**src/rtl/decode_issue.sv**
```systemverilog
// decode_issue: decodes 16-bit instructions, forms the ALU operands, tracks pending
// register writes in a busy scoreboard, and issues one registered bundle per cycle
// over valid/ready. Optional macro DECODE_STALL_CNT_EN adds a saturating hazard-stall counter.
module decode_issue #(
    parameter int unsigned WIDTH   = 16,
    parameter int unsigned RADDR_W = 3
) (
    input  logic               clk,
    input  logic               rst,
    input  logic               in_valid,
    input  logic [15:0]        in_instr,
    output logic               in_ready,
    input  logic               flush,
    output logic [RADDR_W-1:0] rf_ra1,
    output logic [RADDR_W-1:0] rf_ra2,
    input  logic [WIDTH-1:0]   rf_rd1,
    input  logic [WIDTH-1:0]   rf_rd2,
    input  logic               wb_valid,
    input  logic [RADDR_W-1:0] wb_addr,
    output logic               out_valid,
    input  logic               out_ready,
    output logic [2:0]         out_op,
    output logic [3:0]         out_alu_op,
    output logic [WIDTH-1:0]   out_s_1,
    output logic [WIDTH-1:0]   out_s_2,
    output logic [RADDR_W-1:0] out_rd,
    output logic [WIDTH-1:0]   out_store,
    output logic               out_illegal
`ifdef DECODE_STALL_CNT_EN
    ,
    output logic [15:0]        stall_count
`endif
);

    localparam int unsigned NREG = 1 << RADDR_W;

    localparam logic [2:0] OP_ALU  = 3'b000;
    localparam logic [2:0] OP_ADDI = 3'b001;
    localparam logic [2:0] OP_ILL  = 3'b010;
    localparam logic [2:0] OP_LUI  = 3'b011;
    localparam logic [2:0] OP_SW   = 3'b100;
    localparam logic [2:0] OP_LW   = 3'b101;
    localparam logic [2:0] OP_BR   = 3'b110;
    localparam logic [2:0] OP_JALR = 3'b111;

    if (WIDTH != 16 || RADDR_W != 3) begin : g_param_check
        $error("decode_issue supports only WIDTH=16 and RADDR_W=3");
    end

    typedef struct packed {
        logic [2:0]         op;
        logic [3:0]         alu_op;
        logic [WIDTH-1:0]   s_1;
        logic [WIDTH-1:0]   s_2;
        logic [RADDR_W-1:0] rd;
        logic [WIDTH-1:0]   store;
        logic               illegal;
    } bundle_t;

    logic [2:0]         op;
    logic [RADDR_W-1:0] ra, rb, rc;
    logic [3:0]         alu_op_f;
    logic [6:0]         imm7;
    logic [9:0]         imm10;
    logic [WIDTH-1:0]   imm7_sext;

    assign op        = in_instr[15:13];
    assign ra        = in_instr[12:10];
    assign rb        = in_instr[9:7];
    assign alu_op_f  = in_instr[6:3];
    assign rc        = in_instr[2:0];
    assign imm7      = in_instr[6:0];
    assign imm10     = in_instr[9:0];
    assign imm7_sext = {{(WIDTH-7){imm7[6]}}, imm7};

    // Register file read ports: sw reads its store data from rA on port 2
    assign rf_ra1 = rb;
    assign rf_ra2 = (op == OP_SW) ? ra : rc;

    bundle_t            dec;
    logic               use_ra, use_rb, use_rc, writes;
    logic [NREG-1:0]    busy_q, busy_d;
    logic               hazard, accept;
    bundle_t            bundle_q;

    // Instruction decode and operand formation
    always_comb begin
        dec     = '0;
        use_ra  = 1'b0;
        use_rb  = 1'b0;
        use_rc  = 1'b0;
        writes  = 1'b0;
        dec.op  = op;
        case (op)
            OP_ALU: begin
                dec.alu_op = alu_op_f;
                dec.s_1    = rf_rd1;
                dec.s_2    = rf_rd2;
                use_rb     = 1'b1;
                use_rc     = 1'b1;
                writes     = 1'b1;
            end
            OP_ADDI, OP_LW: begin
                dec.s_1 = rf_rd1;
                dec.s_2 = imm7_sext;
                use_rb  = 1'b1;
                writes  = 1'b1;
            end
            OP_SW: begin
                dec.s_1   = rf_rd1;
                dec.s_2   = imm7_sext;
                dec.store = rf_rd2;
                use_rb    = 1'b1;
                use_ra    = 1'b1;
            end
            OP_LUI: begin
                dec.s_1 = WIDTH'({imm10, 6'b0});
                writes  = 1'b1;
            end
            OP_JALR: begin
                dec.s_1 = rf_rd1;
                use_rb  = 1'b1;
                writes  = 1'b1;
            end
            OP_ILL: begin
                dec.illegal = 1'b1;
            end
            OP_BR: begin
            end
        endcase
        dec.rd = writes ? ra : '0;
    end

    // Hazard on any busy source or destination; busy[0] is never set
    assign hazard = (use_rb & busy_q[rb]) | (use_rc & busy_q[rc]) |
                    (use_ra & busy_q[ra]) | busy_q[dec.rd];

    assign in_ready = !rst && !flush && !hazard && (!out_valid || out_ready);
    assign accept   = in_valid && in_ready;

    // Busy scoreboard next state: writeback clears, a new issue sets (set wins)
    always_comb begin
        busy_d = busy_q;
        if (wb_valid) begin
            busy_d[wb_addr] = 1'b0;
        end
        if (accept) begin
            busy_d[dec.rd] = 1'b1;
        end
        busy_d[0] = 1'b0;
    end

    // Busy scoreboard register
    always_ff @(posedge clk) begin
        if (rst) begin
            busy_q <= '0;
        end else begin
            busy_q <= busy_d;
        end
    end

    // Output bundle register: capture on accept, hold while stalled, drop on flush
    always_ff @(posedge clk) begin
        if (rst) begin
            out_valid <= 1'b0;
            bundle_q  <= '0;
        end else if (flush) begin
            out_valid <= 1'b0;
        end else if (accept) begin
            out_valid <= 1'b1;
            bundle_q  <= dec;
        end else if (out_ready) begin
            out_valid <= 1'b0;
        end
    end

    assign out_op      = bundle_q.op;
    assign out_alu_op  = bundle_q.alu_op;
    assign out_s_1     = bundle_q.s_1;
    assign out_s_2     = bundle_q.s_2;
    assign out_rd      = bundle_q.rd;
    assign out_store   = bundle_q.store;
    assign out_illegal = bundle_q.illegal;

`ifdef DECODE_STALL_CNT_EN
    logic [15:0] stall_q;

    // Saturating count of cycles where a valid instruction waits on a hazard
    always_ff @(posedge clk) begin
        if (rst) begin
            stall_q <= '0;
        end else if (in_valid && hazard && !flush && (stall_q != 16'hFFFF)) begin
            stall_q <= stall_q + 16'd1;
        end
    end

    assign stall_count = stall_q;
`endif

endmodule

```
**config.mk**
```make
export PLATFORM = sky130hd
export DESIGN_NAME = decode_issue
export DESIGN_NICKNAME = d
export VERILOG_FILES = /design/src/rtl/decode_issue.sv
export SDC_FILE = /design/constraint.sdc
export NUM_CORES = 1
export LEC_CHECK = 0
export ABC_CLOCK_PERIOD_IN_PS = 2810
export BUFFER_PORTS_ARGS = -buffer_cell sky130_fd_sc_hd__buf_4
export CELL_PAD_IN_SITES_DETAIL_PLACEMENT = 2
export CELL_PAD_IN_SITES_GLOBAL_PLACEMENT = 2
export CORE_UTILIZATION = 30
export DETAILED_ROUTE_END_ITERATION = 6
export PLACE_DENSITY_LB_ADDON = 0.2
export SLEW_MARGIN = 20
export SYNTH_ARGS = -nofsm -noshare
export SYNTH_HDL_FRONTEND = slang
export SYNTH_SLANG_ARGS = --single-unit
```
**constraint.sdc**
```tcl
create_clock -name clk -period 2.81 [get_ports clk]
set_clock_uncertainty 0.05 [all_clocks]
set_input_delay 0.1405 -clock clk [delete_from_list [all_inputs] [get_ports clk]]
set_output_delay 0.1405 -clock clk [all_outputs]
set_load 0.01 [all_outputs]
```
Word-level counts from Yosys, hierarchy flattened --
Index checks and enable logic that the tools add are counted.
Word-level totals: register bits 68, input port bits 57, output and inout bits 67
Cells by class: magnitude comparators 7, equality and inequality tests 6, muxes and demuxes 27, bitwise logic cells 10, reductions and logical operators 18
Operators by type and width (number):
- $pmux 16 s2 | 2
- $lt 3x4->1 const B | 5
- $mux 16 | 1
- $mux 8 | 2
- $mux 1 | 13
- $bmux 1 s3 | 4
- $reduce_or 5->1 | 2
- $eq 3x3->1 const B | 3
- $and 8x8->8 | 1
- $not 8->8 | 1
- $or 8x8->8 | 1
- $demux 1 s3 | 2
- $eq 3x2->1 const B | 2
- $ge 3x1->1 const B | 2
- $logic_and 1x1->1 | 6
- $mux 3 | 2
- $logic_not 1->1 | 4
- $mux 4 | 1
- $and 1x1->1 | 3
- $eq 3x1->1 const B | 1
- $logic_not 3->1 | 1
- $or 1x1->1 | 3
- $reduce_or 3->1 | 1
- $reduce_and 2->1 | 1
- other kinds (4) | 4

Longest topological paths before layout --
depth in word-level cells 12, gate-level depth with buffers 8, mapped depth without buffers 5

Least setup slack after synthesis --
Ideal clock, no wire load.
kind flip-flop to flip-flop, start point register busy_q[7], end point register bundle_q (netlist bit out_s_2[0]), setup time 0.130 ns, data arrival time 1.638 ns, required time 2.630 ns, setup slack 0.992 ns, cell stages (with the launch flop) 8, path buffers 2, clock period less this slack 1.818 ns, path through dfxtp_1 > mux4_2 > nor2_2 > o2111ai_2 > buf_2 > buf_4 > o211ai_1 > o31ai_1
On the way: longest elaborated chain between the ends 11
Ends and longest elaborated chain:
- from (decl) | line 82 | logic [NREG-1:0] busy_q, busy_d;
- from (signal assigned) | line 158 | busy_q <= busy_d;
- $bmux 1 s3 | line 135 | assign hazard = (use_rb & busy_q[rb]) | (use_rc & busy_q[rc]) |
- $mux 1 (not written as such) | line 135
- $and 1x1->1 | line 135
- $or 1x1->1 (2 in a row) | line 135
- $or 1x1->1 (*) | line 136 | (use_ra & busy_q[ra]) | busy_q[dec.rd];
- $logic_not 1->1 (*) | line 138 | assign in_ready = !rst && !flush && !hazard && (!out_valid || out_ready);
- $logic_and 1x1->1 (*) (2 in a row) | line 138
- $logic_and 1x1->1 (*) | line 139 | assign accept = in_valid && in_ready;
- $reduce_and 2->1 (no line) (*)
- to (signal assigned) | line 166 | bundle_q <= '0;
- to (signal assigned) | line 171 | bundle_q <= dec;
- to (decl) | line 84 | bundle_t bundle_q;
Every way passes the cells marked *; elsewhere a longest branch is shown, timed or not. The select of a mux whose other input is x is not followed. A chain may end at the register's enable or synchronous reset.

Worst setup path after layout --
start point register busy_q[6], end point register bundle_q (netlist bit out_s_2[9])
The elaborated chain is that of the path after synthesis.

==> impl_metrics.tcl <==
set metrics [dict create \
    crit_slowest_cell "mux4_2" \
    synth_fp_nets 432 \
    cp_max_fo 52 \
    fin_setup_tns_ps 0 \
    ys_top_cells_by_area "dfxtp_1 41%, mux2i_1 7.1%, nand2_1 5.8%, a21oi_1 5.2%, o211ai_1 5.1%" \
    drt-initial-drc-count 131 \
    min-delay-start "rf_rd2[8]" \
    start_util_pct 31.3 \
    worstHoldEndpoint "out_store[8]$_SDFFE_PP0P_" \
    synth_top_cell_by_area "dfxtp_1" \
    grt_pass1_wl_um 20600 \
    internal-power_mw 1.73 \
    worstPathCellList "mux2i_1 -> mux4_2 -> o22a_1 -> nand2_2 -> buf_12 -> mux2i_1" \
    r2r-start "busy_q[6]$_SDFF_PP0_" \
    vias 3439 \
    slew_headroom_pct 39.8 \
    antenna_found_initial 0 \
    die_w_um 106 \
    swShare_pct 26.2 \
    wl_per_cell_um 20.4 \
    synth_enable_flop_cells 0 \
    ys_ff_latch 67 \
    clk_pin_slew_ps 80 \
    cts_tree "yes" \
    syn_area_sq_mm 0.00326 \
    ys_warn_count 0 \
    place.gp.congestion 0.796 \
    rr_worst_depth 6 \
    synth_ff_type "dfxtp_1" \
    min_path_cells 3 \
    std_cell_rows 37 \
    clkPwrFrac_pct 42.5 \
    diodes 0 \
    peakVddDrop_mv 0.274 \
    vias_per_cell 5.42 \
    rsz0062_at_grt "false" \
    hold_path_class "in2reg" \
    setup_violations 0 \
    area_growth_syn_to_layout_pct 42.5 \
    cp-end-kind "flip-flop" \
    cts_setup_buffers 0 \
    p_leak_nw 1.93 \
    worstSetupPathType "reg2reg" \
    die_h_um 106 \
    port_buffers 123 \
    drv_slew 0 \
    p_sw_mw 0.615 \
    grt.total_usage_pct 23.6 \
    drt-pass1-iter-count 4 \
    grt_pass1_vias 3734 \
    cts_buffers 9 \
    dp_hpwl_um 9120 \
    utilization_pct 44.6 \
    crit_top_cell "mux2i_1" \
    drive_above_1_share_pct 32.7 \
    clock-sinks 67 \
    syn_area_per_cell_sq_um 8.68 \
    pwr-share-seq_pct 42.2 \
    period_minus_slack_ps 2290 \
    crit_arrival_ps 2500 \
    async_reset_ff_share_pct 0 \
    required_ps 3020 \
    routed_wl_um 12900 \
    max_cap_violations 0 \
    dieArea_sq_mm 0.0113 \
    worstMarginPinSlew_ps 902 \
    synth.distinct_cells 40 \
    ctsResizeCount 0 \
    fin_nets 550 \
    synth_seq_area_share_pct 41.2 \
    synthDominantCellAreaShare_pct 41.2 \
    num-fill-cells 1182 \
    yosysMostFrequentCell "dfxtp_1" \
    drc_errors 0 \
    io-pin-count 124 \
    grt_max_degree 53 \
    synth_common_cells "67 x dfxtp_1, 50 x nand2_1, 34 x a21oi_1" \
    status "finished, final reports clean" \
    crit_path_start_kind "flip-flop" \
    max_freq_ghz 0.436 \
    period_share_pct 81.5 \
    synthCells 375 \
    clock_path_buffers 2 \
    p_per_area_mw_per_mm2 505 \
    grt_overflow_total 0 \
    power_frac_comb_pct 15.3 \
    final_hold_viol_count 0 \
    clk-insertion-delay-late_ps 340 \
    reg2reg_to "out_s_2[9]$_SDFFE_PP0P_" \
    reg2reg_setup_slack_ps 520 \
    antenna_left 0 \
    critPathMaxStageDelay_ps 520 \
    cts_root_buffer "clkbuf_8" \
    cts.htree.levels 3 \
    design.core.area_sq_mm 0.0104 \
    postCtsHoldBufs 11 \
]
## cell type report
type / instances / area, sq um / share of cell area (%)
flip-flops and latches: 67 / 1340 / 28.9
repair buffers: 145 / 1130 / 24.3
multi-input cells: 263 / 1730 / 37.3
clock inverters: 6 / 114 / 2.45
clock buffers: 10 / 128 / 2.75
inverters: 7 / 26.3 / 0.566
well taps: 136 / 170 / 3.67
## layer usage
metal | vias to the layer above | GRT usage, % | routed length [um]
li1 | 1615 | - | -
met2 | 94 | 41.1 | 6450
met3 | 10 | 6.68 | 748
met4 | 0 | 4.96 | 114
met1 | 1720 | 28.8 | 5620
met5 | - | 0 | 0
## kinds of logic (layout without fill, tap and decap cells)
group	Yosys count	count (layout)	synth area share, %
AOI/OAI and AO/OA	137	137	29.1
and+or+nand+nor	99	99	13.9
buffers and inverters	45	168	6.34
DFF	67	67	41.2
muxes	27	27	9.49
## how the worst max path moves through the flow
stage                         start                       to  slack (ps)  cells past startpoint
2_1_floorplan  busy_q[7]$_SDFF_PP0_  out_s_2[0]$_SDFFE_PP0P_         990                      7
3_3_place_gp           in_instr[11]     busy_q[4]$_SDFF_PP0_         650                      7
3_5_place_dp   busy_q[5]$_SDFF_PP0_     busy_q[4]$_SDFF_PP0_         560                      6
4_1_cts        busy_q[6]$_SDFF_PP0_                 in_ready         510                      5
5_1_grt        busy_q[2]$_SDFF_PP0_                 in_ready         400                      5
6_report       busy_q[6]$_SDFF_PP0_  out_s_2[9]$_SDFFE_PP0P_         520                      6
## worst max-delay path: cells and delay by family, from the launching register on
kind                   cells  cell delay (ps)
multiplexers               3              870
AO/OA/AOI/OAI              1              430
flip-flops                 1              400
buffers and inverters      1              260
AND/OR/NAND/NOR            1              170
## layout by cell type, fill, tap and decap left out, types with 11 or more instances in the layout
cell,n
dfxtp_1,67
o211ai_1,22
buf_4,133
nor3_1,13
mux2i_1,23
nand2_1,50
dlygate4sd3_1,11
a21oi_1,34
o21ai_1,15
o31ai_1,11
a211oi_1,11
nor2b_1,13
a31o_1,11
## metrics by stage
stage / setup WS (ps) / hold slack, ps / instance area, sq um / cells / power [mW]
after CTS: 515 / 0.245 / 4640 / 634 / 2.36
after detailed placement: 558 / 344 / 4290 / 607 / 1.36
after global routing: 399 / 13.7 / 4640 / 634 / 2.43
after floorplan: 992 / 195 / 3260 / 375 / 1.18
after global placement: 652 / 343 / 4290 / 607 / 1.34
final: 518 / 8.32 / 4640 / 634 / 2.34
## power by group through the flow
stage | combinational, mW | clock [mW] | sequential, mW
global route | 0.388 | 1.05 | 0.991
finish | 0.359 | 0.997 | 0.989
global placement | 0.334 | 0 | 1.01
detailed placement | 0.346 | 0 | 1.01
floorplan | 0.158 | 0 | 1.02
CTS | 0.360 | 1.01 | 0.989
## state kept, by name, indices dropped and copies added, names as in the netlist
| name | cells |
|---|---|
| out_store | 16 |
| out_op | 3 |
| out_illegal | 1 |
| out_alu_op | 4 |
| out_rd | 3 |
| out_s_2 | 16 |
| out_valid | 1 |
| out_s_1 | 16 |
| busy_q | 7 |
(Power assumes the default switching activity.)
